File: src/rtl/mem_bank_sleep_ctrl.sv
// Per-bank sleep/wake controller between one requester and a banked memory.
// Requests pass through combinationally; a request to a non-awake bank is stalled until it wakes.
module mem_bank_sleep_ctrl #(
  parameter int NUM_BANKS   = 4,
  parameter int BANK_SIZE   = 256,
  parameter int WIDTH       = 32,
  parameter int IDLE_CYCLES = 16,
  parameter int WAKE_CYCLES = 4,
  localparam int AW = $clog2(NUM_BANKS * BANK_SIZE)
) (
  input  logic                 clk,
  input  logic                 rst_n,
  input  logic                 req_valid,
  output logic                 req_ready,
  input  logic                 req_wr,
  input  logic [AW-1:0]        req_addr,
  input  logic [WIDTH-1:0]     req_wdata,
  input  logic [NUM_BANKS-1:0] force_sleep,
  output logic                 mem_wr_en,
  output logic [AW-1:0]        mem_addr,
  output logic [WIDTH-1:0]     mem_wr_data,
  output logic [NUM_BANKS-1:0] bank_sleep
);

  localparam int BW   = $clog2(NUM_BANKS);
  localparam int MAXC = (IDLE_CYCLES > WAKE_CYCLES) ? IDLE_CYCLES : WAKE_CYCLES;
  localparam int CW   = $clog2(MAXC + 1);

  typedef enum logic [1:0] {SLEEP, WAKING, AWAKE} state_t;

  logic [BW-1:0]        tgt;
  logic [NUM_BANKS-1:0] awake;
  logic                 accept;

  assign tgt         = req_addr[AW-1 -: BW];
  assign req_ready   = req_valid && awake[tgt] && !force_sleep[tgt];
  assign accept      = req_valid && req_ready;
  assign mem_wr_en   = accept && req_wr;
  assign mem_addr    = req_addr;
  assign mem_wr_data = req_wdata;

  for (genvar i = 0; i < NUM_BANKS; i++) begin : g_bank
    state_t         state_q, state_d;
    logic [CW-1:0]  idle_q, idle_d;
    logic [CW-1:0]  wake_q, wake_d;
    logic           hit;

    assign hit           = (tgt == BW'(i));
    assign bank_sleep[i] = (state_q == SLEEP);
    assign awake[i]      = (state_q == AWAKE);

    always_ff @(posedge clk or negedge rst_n) begin
      if (!rst_n) begin
        state_q <= SLEEP;
        idle_q  <= '0;
        wake_q  <= '0;
      end else begin
        state_q <= state_d;
        idle_q  <= idle_d;
        wake_q  <= wake_d;
      end
    end

    always_comb begin
      state_d = state_q;
      idle_d  = idle_q;
      wake_d  = wake_q;
      // Software override dominates everything, including a same-cycle wake request.
      if (force_sleep[i]) begin
        state_d = SLEEP;
        idle_d  = '0;
        wake_d  = '0;
      end else begin
        case (state_q)
          SLEEP: begin
            if (req_valid && hit) begin
              state_d = WAKING;
              wake_d  = CW'(WAKE_CYCLES - 1);
            end
          end
          WAKING: begin
            if (wake_q == '0) begin
              state_d = AWAKE;
              idle_d  = '0;
            end else begin
              wake_d = wake_q - CW'(1);
            end
          end
          AWAKE: begin
            // An accept on the terminal idle cycle keeps the bank awake.
            if (accept && hit) begin
              idle_d = '0;
            end else if (idle_q >= CW'(IDLE_CYCLES - 1)) begin
              state_d = SLEEP;
              idle_d  = '0;
            end else begin
              idle_d = idle_q + CW'(1);
            end
          end
          default: state_d = SLEEP;
        endcase
      end
    end
  end

endmodule
File: config.mk
export PLATFORM = sky130hd
export DESIGN_NAME = mem_bank_sleep_ctrl
export DESIGN_NICKNAME = d
export VERILOG_FILES = /design/src/rtl/mem_bank_sleep_ctrl.sv
export SDC_FILE = /design/constraint.sdc
export NUM_CORES = 1
export LEC_CHECK = 0
export BUFFER_PORTS_ARGS = -buffer_cell sky130_fd_sc_hd__buf_2
export CAP_MARGIN = 20
export CORE_ASPECT_RATIO = 0.9
export CORE_MARGIN = 4
export CORE_UTILIZATION = 35
export DETAILED_ROUTE_END_ITERATION = 10
export PLACE_DENSITY = 0.61
export REMOVE_ABC_BUFFERS = 1
export SYNTH_ARGS = -nofsm -noshare
export SYNTH_HDL_FRONTEND = slang
export SYNTH_SLANG_ARGS = --single-unit
File: constraint.sdc
create_clock -name clk -period 2 [get_ports clk]
set_input_delay 0.1 -clock clk [delete_from_list [all_inputs] [get_ports clk]]
set_output_delay 0.1 -clock clk [all_outputs]
set_load 0.1 [all_outputs]
==> flow_summary.toml <==
[synthesis]
syn_inst = 336
yosys.area.top_type = "dfrtp_1"
syn-cell-area_mm2 = 0.003108
syn_avg_cell_area_um2 = 9.250
ys_ff_latch = 48
ys_warn_count = 0
synthArstFlopShare = 1.000
synth_edf_count = 0
ys_seq_area_frac = 0.3865
synth_ff_type = "dfrtp_1"
synth_top_area_share = 0.3865
ys_types = 54
synthTopCellsByArea = "dfrtp_1 (39%), buf_4 (10%), ha_1 (4.8%)"

[drt]
dr.pass1.iters = 4
antenna_left = 0
vias = 2435
wirelength_um = 7941
drcViolationCount = 0
drt-initial-drc-count = 91
wire_per_inst_um = 17.80
vias_per_cell = 5.460

[floorplanning]
core_area_mm2 = 0.008608
dieHeight_um = 97.40
dieArea_mm2 = 0.01045
initial_utilization = 0.3610
ios = 98
num_rows = 32
die_w_um = 107.3

[global_routing]
overflow = 0
grt_max_degree = 24
grt_pass1_wl_um = 12660
grt_pass1_vias = 2298
track_usage = 0.1539
antenna_found_initial = 0

[timing]
fmax_ghz = 0.4955
relSlewSlack = 0.6136
skew_ns = 0.01140
layout_setup_ws_ns = -0.01816
finalSetupViolCount = 3
tns_ns = -0.04127
finalHoldViolCount = 0
period_share = 1.009
slew_violations = 0
period_minus_slack_ns = 2.018
tightest_slew_ns = 0.5762
rsz0062_at_grt = "true"

[status]
run_status = "complete, but fails checks"
violations = "negative setup slack"

[worst_setup_path]
r2r_setup_slack_ns = -0.02
crit_path_end_kind = "flip-flop"
arrival_ns = 2.24
path_max_fanout = 4
critPathCapture = "g_bank[0].idle_q[3]"
start_kind = "flip-flop"
r2r-end = "g_bank[0].idle_q[3]"
cp.required_ns = 2.22
r2r_cells = 6
worstSetupPathType = "flip-flop to flip-flop"
setup.worst_path.start = "g_bank[0].idle_q[1]"
reg2reg_from = "g_bank[0].idle_q[1]"

[clock_network]
cts_buffers = 5
clockBufferDepth = 2
worstSkewPairLatency_ns = 0.30
clock_sinks = 48
cts-root-buf = "clkbuf_8"
htree_levels = 2
cts_tree = "yes"
clkTransAtPathRegs_ns = 0.09

[worst_hold_path]
hp-class = "input port to flip-flop"
hold_path_startpoint = "force_sleep[2]"
holdPathStages = 2

[power_and_ir_drop]
finalPower_w = 0.002043
p_per_area_mw_per_mm2 = 611.8
leakage_nw = 1.439
ir_drop_mv = 0.3187

[final_layout]
drive_above_1_share = 0.2080
layout.cells.most_common_list = "dfrtp_1 (48), nor2_1 (25), inv_1 (24)"
area_growth_pct = 7.448
layout_commonest_cell = "dfrtp_1"
num_antenna_cells = 0
fin_nets = 388

[placement]
post-dp-hpwl_um = 5920
place_congestion = 0.8517
io_buffers = 17

[job]
max-cap-violations = 0
## final cells by class
type | instances | area [um2]
repair buffers | 38 | 275.3
fillers | 859 | 5269
clock buffers | 7 | 86.33
flip-flops and latches | 48 | 1201
clock inverters | 1 | 7.507
well taps | 119 | 148.9
multi-input cells | 209 | 1530
inverters | 24 | 90.09
## metrics by stage
| stage | instance area [um2] | setup WS, ns | instances | hold slack, ns | util |
|---|---|---|---|---|---|
| floorplan | 2740 | -1.364 | 281 | -0.1956 | - |
| global placement | 3154 | -0.05625 | 437 | 0.1192 | 0.3664 |
| detailed placement | 3154 | -0.09919 | 437 | 0.1238 | 0.3664 |
| CTS | 3307 | -0.02637 | 446 | 0.03440 | 0.3842 |
| global route | 3339 | -0.09103 | 446 | 0.05728 | 0.3879 |
| finish | 3339 | -0.01816 | 446 | 0.05520 | 0.3879 |
## Yosys cell counts (2+ instances only)
cell / number
nor4b_2: 2
a22oi_1: 3
o21ai_1: 6
a311oi_1: 6
clkbuf_1: 11
nor4b_1: 3
nand3_1: 5
nand2_1: 18
dfrtp_1: 48
o21ai_0: 10
nor2b_1: 7
buf_4: 43
o22a_1: 2
o21bai_1: 2
a22o_1: 3
a211oi_1: 6
nor3_1: 4
inv_1: 24
a41oi_1: 4
ha_1: 12
o22ai_1: 7
nor2_1: 25
nand4bb_1: 2
a31oi_1: 3
or4b_1: 5
a21oi_1: 12
o41ai_1: 2
nand2b_1: 6
nand3b_1: 4
nor3b_1: 8
and3_1: 5
nor4_1: 2
and4_1: 3
a221oi_1: 4
a21o_1: 6
nand4_1: 5
## kinds of logic (layout without fill, tap and decap cells)
| logic type | after synthesis | after routing | share of synthesized area |
|---|---|---|---|
| compound gates | 83 | 83 | 0.1848 |
| fa+ha+maj | 12 | 12 | 0.04831 |
| buf+inv | 79 | 70 | 0.1473 |
| flops | 48 | 48 | 0.3865 |
| mux | 2 | 2 | 0.006844 |
| simple gates | 112 | 112 | 0.2262 |
## worst min path at each step
stage	endpoint
floorplan	g_bank[0].idle_q[0]
finish	g_bank[2].wake_q[2]
CTS	g_bank[2].wake_q[2]
global route	g_bank[2].wake_q[3]
global placement	g_bank[0].wake_q[3]
detailed placement	g_bank[0].wake_q[3]
## worst max-delay path, stage by stage, from the launching register on
cell     delay, ns
dfrtp_1       0.39
ha_2          0.19
and3_4        0.18
ha_4          0.14
or4b_4        0.53
or3_4         0.39
a21oi_2       0.13
## per-layer routing
metal	up-vias	global-route usage	part of all wire	routed length (um)
li1	1167	-	-	-
met4	2	0.02524	0.0065	52
met3	9	0.09236	0.11	854
met1	1180	0.2231	0.49	3866
met5	-	0.05102	0.0045	36
met2	77	0.1924	0.39	3131
## report_power, final
group	switching, W	leakage (nW)	internal (W)	total, W
Clock	0.000328	0.0445	0.000282	0.000610
Combinational	0.000256	0.731	0.000152	0.000408
Sequential	0.0000293	0.664	0.000996	0.00103
## registers in the layout, indices dropped and copies added (netlist names)
name / flops
g_bank.wake_q: 20
g_bank.state_q: 8
g_bank.idle_q: 20
## what timing repair did
action / in CTS / in global routing
pin swaps: 5 / 5
setup buffers: 0 / 0
hold buffers: 1 / 0
hold endpoints to repair: 21 / 0
gates resized for setup: 10 / 6
setup endpoints to repair: 7 / 9
(Power assumes the default switching activity.)
